## src/rtl/cpu_ctrl_pkg.sv

```systemverilog
// Shared types and encodings for the cpu controller FSM.
// Build option: CPU_CTRL_ILLEGAL_TRAP_EN adds the HALT state and the illegal flag.
package cpu_ctrl_pkg;

    localparam logic [2:0] OPC_MOV = 3'b110;
    localparam logic [2:0] OPC_ALU = 3'b101;

    localparam logic [1:0] OP_MOV_REG = 2'b00;
    localparam logic [1:0] OP_MOV_IMM = 2'b10;

    localparam logic [1:0] OP_ADD = 2'b00;
    localparam logic [1:0] OP_CMP = 2'b01;
    localparam logic [1:0] OP_AND = 2'b10;
    localparam logic [1:0] OP_MVN = 2'b11;

    localparam logic [2:0] NSEL_NONE = 3'b000;
    localparam logic [2:0] NSEL_RN   = 3'b100;
    localparam logic [2:0] NSEL_RD   = 3'b010;
    localparam logic [2:0] NSEL_RM   = 3'b001;

    localparam logic [1:0] VSEL_C     = 2'b00;
    localparam logic [1:0] VSEL_PC    = 2'b01;
    localparam logic [1:0] VSEL_IMM   = 2'b10;
    localparam logic [1:0] VSEL_MDATA = 2'b11;

    typedef enum logic [2:0] {
        WAIT,
        DECODE,
        WRITE_IMM,
        GET_A,
        GET_B,
        EXEC,
        WRITE_REG
`ifdef CPU_CTRL_ILLEGAL_TRAP_EN
        , HALT
`endif
    } state_e;

    typedef struct packed {
        logic       w;
        logic [2:0] nsel;
        logic       loada;
        logic       loadb;
        logic       loadc;
        logic       loads;
        logic       asel;
        logic       bsel;
        logic [1:0] vsel;
        logic       write;
`ifdef CPU_CTRL_ILLEGAL_TRAP_EN
        logic       illegal;
`endif
    } ctrl_t;

    // MOV reg and MVN are both computed as 0 <op> B.
    function automatic logic zero_a_input(input logic [2:0] opc, input logic [1:0] op);
        return ((opc == OPC_MOV) && (op == OP_MOV_REG)) ||
               ((opc == OPC_ALU) && (op == OP_MVN));
    endfunction

    function automatic logic is_cmp(input logic [2:0] opc, input logic [1:0] op);
        return (opc == OPC_ALU) && (op == OP_CMP);
    endfunction

endpackage

```

## src/rtl/cpu_ctrl_if.sv

```systemverilog
// Decoder-to-controller handshake and datapath control bundle.
// Build option: CPU_CTRL_ILLEGAL_TRAP_EN adds the illegal flag.
interface cpu_ctrl_if;

    logic       s;
    logic [2:0] opcode;
    logic [1:0] op;
    logic       w;
    logic [2:0] nsel;
    logic       loada;
    logic       loadb;
    logic       loadc;
    logic       loads;
    logic       asel;
    logic       bsel;
    logic [1:0] vsel;
    logic       write;
`ifdef CPU_CTRL_ILLEGAL_TRAP_EN
    logic       illegal;
`endif

    modport master (
        output s, opcode, op,
        input  w, nsel, loada, loadb, loadc, loads, asel, bsel, vsel, write
`ifdef CPU_CTRL_ILLEGAL_TRAP_EN
        , input illegal
`endif
    );

    modport slave (
        input  s, opcode, op,
        output w, nsel, loada, loadb, loadc, loads, asel, bsel, vsel, write
`ifdef CPU_CTRL_ILLEGAL_TRAP_EN
        , output illegal
`endif
    );

endinterface

```

## src/rtl/cpu_ctrl_outdec.sv

```systemverilog
// Moore output decoder: state plus latched instruction fields -> control vector.
// Build option: CPU_CTRL_ILLEGAL_TRAP_EN decodes the HALT state.
module cpu_ctrl_outdec
    import cpu_ctrl_pkg::*;
(
    input  state_e     state,
    input  logic [2:0] opc,
    input  logic [1:0] op,
    output ctrl_t      ctrl
);

    always_comb begin
        ctrl = '0;
        unique case (state)
            WAIT: ctrl.w = 1'b1;
            WRITE_IMM: begin
                ctrl.nsel  = NSEL_RN;
                ctrl.vsel  = VSEL_IMM;
                ctrl.write = 1'b1;
            end
            GET_A: begin
                ctrl.nsel  = NSEL_RN;
                ctrl.loada = 1'b1;
            end
            GET_B: begin
                ctrl.nsel  = NSEL_RM;
                ctrl.loadb = 1'b1;
            end
            EXEC: begin
                ctrl.asel = zero_a_input(opc, op);
                if (is_cmp(opc, op)) begin
                    ctrl.loads = 1'b1;
                end else begin
                    ctrl.loadc = 1'b1;
                end
            end
            WRITE_REG: begin
                ctrl.nsel  = NSEL_RD;
                ctrl.vsel  = VSEL_C;
                ctrl.write = 1'b1;
            end
`ifdef CPU_CTRL_ILLEGAL_TRAP_EN
            HALT: begin
                ctrl.w       = 1'b1;
                ctrl.illegal = 1'b1;
            end
`endif
            default: ctrl = '0;
        endcase
    end

endmodule

```

## src/rtl/cpu_ctrl_fsm.sv

```systemverilog
// Instruction sequencing controller: latches opcode/op on leaving WAIT, steps the datapath.
// Build option: CPU_CTRL_ILLEGAL_TRAP_EN traps unsupported encodings in HALT.
module cpu_ctrl_fsm
    import cpu_ctrl_pkg::*;
#(
    parameter int unsigned STATE_W = 4
)
(
    input  logic      clk,
    input  logic      reset,
    cpu_ctrl_if.slave bus
);

    logic [STATE_W-1:0] state_q;
    state_e             state;
    state_e             state_d;
    logic [2:0]         opc_q, opc_d;
    logic [1:0]         op_q, op_d;
    ctrl_t              ctrl_q, ctrl_d;

    assign state = state_e'(state_q);

    always_comb begin
        state_d = state;
        opc_d   = opc_q;
        op_d    = op_q;
        unique case (state)
            WAIT: begin
                if (bus.s) begin
                    state_d = DECODE;
                    opc_d   = bus.opcode;
                    op_d    = bus.op;
                end
            end
            DECODE: begin
                unique case ({opc_q, op_q})
                    {OPC_MOV, OP_MOV_IMM}: state_d = WRITE_IMM;
                    {OPC_MOV, OP_MOV_REG}: state_d = GET_B;
                    {OPC_ALU, OP_ADD},
                    {OPC_ALU, OP_CMP},
                    {OPC_ALU, OP_AND}:     state_d = GET_A;
                    {OPC_ALU, OP_MVN}:     state_d = GET_B;
`ifdef CPU_CTRL_ILLEGAL_TRAP_EN
                    default:               state_d = HALT;
`else
                    default:               state_d = WAIT;
`endif
                endcase
            end
            WRITE_IMM: state_d = WAIT;
            GET_A:     state_d = GET_B;
            GET_B:     state_d = EXEC;
            EXEC:      state_d = is_cmp(opc_q, op_q) ? WAIT : WRITE_REG;
            WRITE_REG: state_d = WAIT;
`ifdef CPU_CTRL_ILLEGAL_TRAP_EN
            HALT:      state_d = HALT;
`endif
            default:   state_d = WAIT;
        endcase
    end

    // Outputs are registered by decoding the next state, so they stay a pure function of state_q.
    cpu_ctrl_outdec u_outdec (
        .state (state_d),
        .opc   (opc_d),
        .op    (op_d),
        .ctrl  (ctrl_d)
    );

    always_ff @(posedge clk or posedge reset) begin
        if (reset) begin
            state_q  <= STATE_W'(WAIT);
            opc_q    <= '0;
            op_q     <= '0;
            ctrl_q   <= '0;
            ctrl_q.w <= 1'b1;
        end else begin
            state_q <= STATE_W'(state_d);
            opc_q   <= opc_d;
            op_q    <= op_d;
            ctrl_q  <= ctrl_d;
        end
    end

    assign bus.w     = ctrl_q.w;
    assign bus.nsel  = ctrl_q.nsel;
    assign bus.loada = ctrl_q.loada;
    assign bus.loadb = ctrl_q.loadb;
    assign bus.loadc = ctrl_q.loadc;
    assign bus.loads = ctrl_q.loads;
    assign bus.asel  = ctrl_q.asel;
    assign bus.bsel  = ctrl_q.bsel;
    assign bus.vsel  = ctrl_q.vsel;
    assign bus.write = ctrl_q.write;
`ifdef CPU_CTRL_ILLEGAL_TRAP_EN
    assign bus.illegal = ctrl_q.illegal;
`endif

endmodule
```

## src/flat_wrapper.sv

```systemverilog
// flat-port wrapper written by rule: the top's interface ports become plain ports
module cpu_ctrl_fsm_flat import cpu_ctrl_pkg::*;
#(
    parameter int unsigned STATE_W = 4
)
  (clk, reset, bus_s, bus_opcode, bus_op, bus_w, bus_nsel, bus_loada, bus_loadb, bus_loadc, bus_loads, bus_asel, bus_bsel, bus_vsel, bus_write);
  cpu_ctrl_if bus_i ();
  input  logic clk;
  input  logic reset;
  input wire logic [$bits(bus_i.s)-1:0] bus_s;
  input wire logic [$bits(bus_i.opcode)-1:0] bus_opcode;
  input wire logic [$bits(bus_i.op)-1:0] bus_op;
  output wire logic [$bits(bus_i.w)-1:0] bus_w;
  output wire logic [$bits(bus_i.nsel)-1:0] bus_nsel;
  output wire logic [$bits(bus_i.loada)-1:0] bus_loada;
  output wire logic [$bits(bus_i.loadb)-1:0] bus_loadb;
  output wire logic [$bits(bus_i.loadc)-1:0] bus_loadc;
  output wire logic [$bits(bus_i.loads)-1:0] bus_loads;
  output wire logic [$bits(bus_i.asel)-1:0] bus_asel;
  output wire logic [$bits(bus_i.bsel)-1:0] bus_bsel;
  output wire logic [$bits(bus_i.vsel)-1:0] bus_vsel;
  output wire logic [$bits(bus_i.write)-1:0] bus_write;
  assign bus_i.s = bus_s;
  assign bus_i.opcode = bus_opcode;
  assign bus_i.op = bus_op;
  assign bus_w = bus_i.w;
  assign bus_nsel = bus_i.nsel;
  assign bus_loada = bus_i.loada;
  assign bus_loadb = bus_i.loadb;
  assign bus_loadc = bus_i.loadc;
  assign bus_loads = bus_i.loads;
  assign bus_asel = bus_i.asel;
  assign bus_bsel = bus_i.bsel;
  assign bus_vsel = bus_i.vsel;
  assign bus_write = bus_i.write;
  cpu_ctrl_fsm #(.STATE_W(STATE_W)) u_core (.clk(clk), .reset(reset), .bus(bus_i));
endmodule
```

## config.mk

```make
export PLATFORM = sky130hd
export DESIGN_NAME = cpu_ctrl_fsm_flat
export DESIGN_NICKNAME = d
export VERILOG_FILES = /design/src/rtl/cpu_ctrl_pkg.sv /design/src/rtl/cpu_ctrl_if.sv /design/src/rtl/cpu_ctrl_outdec.sv /design/src/rtl/cpu_ctrl_fsm.sv /design/src/flat_wrapper.sv
export SDC_FILE = /design/constraint.sdc
export NUM_CORES = 1
export LEC_CHECK = 0
export ABC_CLOCK_PERIOD_IN_PS = 3900
export BUFFER_PORTS_ARGS = -buffer_cell sky130_fd_sc_hd__buf_2
export CAP_MARGIN = 20
export CELL_PAD_IN_SITES_DETAIL_PLACEMENT = 1
export CELL_PAD_IN_SITES_GLOBAL_PLACEMENT = 2
export CORE_MARGIN = 3
export CORE_UTILIZATION = 38
export CTS_BUF_LIST = sky130_fd_sc_hd__clkbuf_8
export DETAILED_ROUTE_END_ITERATION = 12
export HOLD_SLACK_MARGIN = 0.12
export PLACE_DENSITY_LB_ADDON = 0.1
export RECOVER_POWER = 25
export SKIP_CTS_REPAIR_TIMING = 1
export SLEW_MARGIN = 30
export SYNTH_ARGS = -nofsm -noshare
export SYNTH_HDL_FRONTEND = slang
export SYNTH_SLANG_ARGS = --single-unit
```

## constraint.sdc

```tcl
create_clock -name clk -period 3.9 [get_ports clk]
set_input_delay 0.39 -clock clk [delete_from_list [all_inputs] [get_ports clk]]
set_output_delay 0.39 -clock clk [all_outputs]
set_load 0.01 [all_outputs]
```

# Yosys cells after proc, flatten, opt, wreduce, memory -nomap -nowiden
# Index checks and enable logic that the tools add are counted.
[classes] eq_ne=21 add_sub_neg=0 muxes=16 order_cmp=0 bitwise=0 mul=0 reduce_logical=11 n_div=0 shifts=0
[op_table] operator="$eq 5x5->1 const B" count=6
[op_table] operator="$eq 3x3->1 const B" count=8
[op_table] operator="$pmux 3 s3" count=2
[op_table] operator="$mux 3" count=5
[op_table] operator="$pmux 3 s5" count=1
[op_table] operator="$eq 3x2->1 const B" count=3
[op_table] operator="$logic_not 3->1" count=2
[op_table] operator="$pmux 3 s2" count=1
[op_table] operator="$mux 1" count=5
[op_table] operator="$eq 2x1->1 const B" count=2
[op_table] operator="$logic_and 1x1->1" count=4
[op_table] operator="$mux 2" count=2
[op_table] operator="$reduce_or 2->1" count=2
[op_table] operator="$eq 3x1->1 const B" count=1
[op_table] operator="$reduce_or 3->1" count=1
[op_table] operator="$eq 2x2->1 const B" count=1
[op_table] operator="$logic_not 2->1" count=1
[op_table] operator="$logic_or 1x1->1" count=1
[totals] wordCells=60 latch_bits=0 ramBits=0 ff_bits=20 in_bits=8 n_memories=0 mem_bits_ro=0

# Depth between registers and ports, before layout
[logic_depth] word_depth=7 mapped_depth=5 mapped_depth_nobuf=4

# Modules after synthesis
# Synthesis repeated with hierarchy kept, for this count alone.
[unflattened] hier_cells=69 area_unflattened_um2=892.1
[by_module_without_submodules] mod="cpu_ctrl_fsm" area_each_um2=753.2 cells_each=50 instances=1
[by_module_without_submodules] mod="cpu_ctrl_outdec" area_each_um2=138.9 cells_each=19 instances=1

# Least setup slack after synthesis
# No wires, ideal clock.
[synth_path] path_type="reg2reg" start="register u_core.op_q[1]" end="register u_core.bus.w (netlist name)" period_less_slack_ps=1441 slack_ps=2459 t_arrival_ps=1362 n_path_buf=0 required_time_ps=3821 stages_incl_launch_ff=5 setup_ps=79 cell_sequence="dfrtp_1 -> or4b_4 -> a21boi_2 -> o211ai_2 -> and4b_1"
[synth_lines] element="start: declaration" line_no="cpu_ctrl_fsm.sv:18" source="logic [1:0] op_q, op_d;"
[synth_lines] element="start signal: assignment" line_no="cpu_ctrl_fsm.sv:80" source="op_q <= op_d;"

==> results.md <==
- RSZ-0062 raised after global routing: false
- Die area: 2772 µm²
- Slew Viols, Final: 0
- Max Freq: ~0.64 GHz
- Ys async rst share: 1.000
- Vias/cell: 5.124
- Antenna diodes: 0
- GPL Wtd Cong: 0.6851
- Final min period: ~1.6 ns
- Max-Cap Viols: 0
- Yosys warns: 0
- EDFF count, synth: 0
- Post-route setup slack: 2.327 ns
- Util after Layout: 0.4731
- Die H: between 50 and 60 µm
- Detailed Route Iter0 Violations: 2
- I/O Buffers: 18
- Fin cells: 105
- Leakage: 0.4815 nW
- CTS root buffer: clkbuf_8
- Initial antenna violation count: 0
- Internal reg-to-reg setup slack: roughly 2.3 ns
- Tightest hold margin: roughly 0.23 ns
- Setup crit end: u_core.bus.w
- CP Cell Sequence: or4b_4 -> a21boi_2 -> o211ai_2 -> and4b_1
- Core Region: roughly 2000 µm²
- Worst stage delay on the critical path: ~0.57 ns
- Io pins: 21
- Initial core utilization: 0.4131
- CP Max Fanout: 7
- Worst reg2reg path startpoint: u_core.op_q[1]
- DR vias: between 500 and 600
- Share of layout cells above drive strength 1: 0.3590
- Slew HR: 0.5393
- GRT overflow: 0
- Vias in the first global route: approximately 550
- Sinks on the clock net: 18
- Required time of the critical path: approximately 4.1 ns
- Hold Crit Class: primary input to async pin
- Final instance area: roughly 950 µm²
- Worst setup EP type: flop
- DRT antenna net count: 0
- Setup violators final: 0
- R2R depth: 4
- Std cell rows: 16
- HPWL after detailed placement: ~1.1 mm
- TNS Setup: 0 ns
- Post-placement cell area: 892.1 µm²
- Die width: 52.65 µm
- Clock-pin slew on the worst setup and hold paths: 0.07 ns
- Cell count after synthesis: 60
- Crit share post-route: 0.4034
- Status: finished clean
- Avg Cell Area, Syn: approximately 14 µm²
- Number of buffers created by CTS: 3
- WL/cell: 14.25 µm
- Worst slew pin tran: between 0.6 and 0.7 ns
- Tot GR Track Use: 0.1353
- Skew-Pair Late Insertion Delay: between 0.2 and 0.3 ns
- # nets final: 87
- VDD IR-drop max: between 0.3 and 0.4 mV
- Largest net degree at the start of global routing: 19
- Reg2reg end: u_core.bus.w
- Dpl cells: about 100
- First drt pass iteration count: 2
- Total Power: 0.7022 mW
- Ys flop type: dfrtp_1
- H-tree levels: 1
- Critical Path AT: 1.76 ns
- Synth Register Bits: 18
- Max Buffers Root-to-Sink: 2
- Drt drc: 0
- First-pass GRT wire length: approximately 2.6 mm
- Synth cell types: 29
- PD cells: approximately 740 nW/µm²
- Area grow syn2layout: 14.52%
- Worst slack at placement: 2.317 ns
- DRT Wirelength: about 1.5 mm
- CTS tree: done
- Slowest stage cell, crit path: or4b_4
- Skew final: approximately 0.0035 ns
- Critical Path Start: u_core.op_q[1]
- Crit Path Class: flop to flop
- Final Hold Fails: 0
- Crit path launch type: flop
- Sequential share of the synthesized area: 0.5461
- Synth Cell Area: 827.0 µm²
## worst min-delay path by stage
| stage | cells after the start | start | slack (ns) | to |
|---|---|---|---|---|
| global placement | 2 | reset | 0.52 | u_core.bus.nsel[1] |
| finish | 2 | reset | 0.23 | u_core.opc_q[2] |
| floorplan | 1 | reset | 0.33 | u_core.bus.asel |
| CTS | 2 | reset | 0.26 | u_core.opc_q[2] |
| global route | 2 | reset | 0.31 | u_core.bus.nsel[1] |
| detailed placement | 2 | reset | 0.54 | u_core.bus.nsel[1] |
## power by group
group | switching (mW) | internal (mW) | total (mW)
logic | 0.0946 | 0.116 | 0.211
registers | 0.0832 | 0.255 | 0.338
clock network | 0.0631 | 0.0898 | 0.153
total | 0.241 | 0.461 | 0.702
## critical path, delay by kind of cell (launching register included)
| kind | cells | cell delay (ns) |
|---|---|---|
| flip-flops | 1 | 0.44 |
| AND/OR/NAND/NOR | 2 | 0.79 |
| AO/OA/AOI/OAI | 2 | 0.27 |
## logic make-up after synthesis
family	share of synthesized area
multiplexers	0.06807
flip-flops	0.5462
AND/OR/NAND/NOR	0.1755
AO/OA/AOI/OAI	0.09078
other	0.004534
buffers and inverters	0.1150
## synth_stat cells (all sizes together), types with 2 or more instances
| cell | number | area [µm²] |
|---|---|---|
| dfrtp | 17 | 425.4 |
| buf | 5 | 62.56 |
| mux2 | 5 | 56.30 |
| inv | 4 | 15.01 |
| nor2 | 3 | 11.26 |
| a211o | 2 | 17.52 |
| nand2 | 2 | 7.510 |
| nand2b | 2 | 12.51 |
| nor4b | 2 | 32.53 |
## cells in the final DEF (no fill, tap or decap), drive strengths merged
cell	instances
a2111oi	1
and4bb	1
clkbuf	4
or4b	1
and2	1
nand3b	1
inv	4
conb	2
a211oi	1
mux2	5
dfrtp	17
and4b	1
bufinv	1
nand2b	2
nand4bb	1
dfstp	1
nor3	1
o211ai	1
a221oi	1
a211o	2
nand4b	1
o31ai	1
buf	18
nor2	3
a21boi	1
nor4b	2
nor4	1
nand2	2
## flip-flops by register name (all words and copies together), names as in the netlist
| signal | flops |
|---|---|
| u_core.bus.loads | 1 |
| u_core.bus.vsel | 1 |
| u_core.opc_q | 3 |
| u_core.bus.asel | 1 |
| u_core.bus.write | 1 |
| u_core.bus.loadc | 1 |
| u_core.bus.loadb | 1 |
| u_core.op_q | 2 |
| u_core.bus.loada | 1 |
| u_core.state_q | 3 |
| u_core.bus.nsel | 2 |
| u_core.bus.w | 1 |
## layout make-up
cell class	instances	area (µm²)
tap	27	33.78
fill	225	1055
sequential	18	451.7
timing repair buffer	18	90.09
inverter	5	32.53
multi-input combinational	33	284.0
clock buffer	4	55.05
## per-layer routing
metal	global-route usage	vias up	routed length, µm
met1	0.1678	268	680
met5	0	-	0
met3	0.03704	5	97
met2	0.2025	17	678
met4	0.08936	0	40
li1	-	248	-
(Power assumes the default switching activity.)
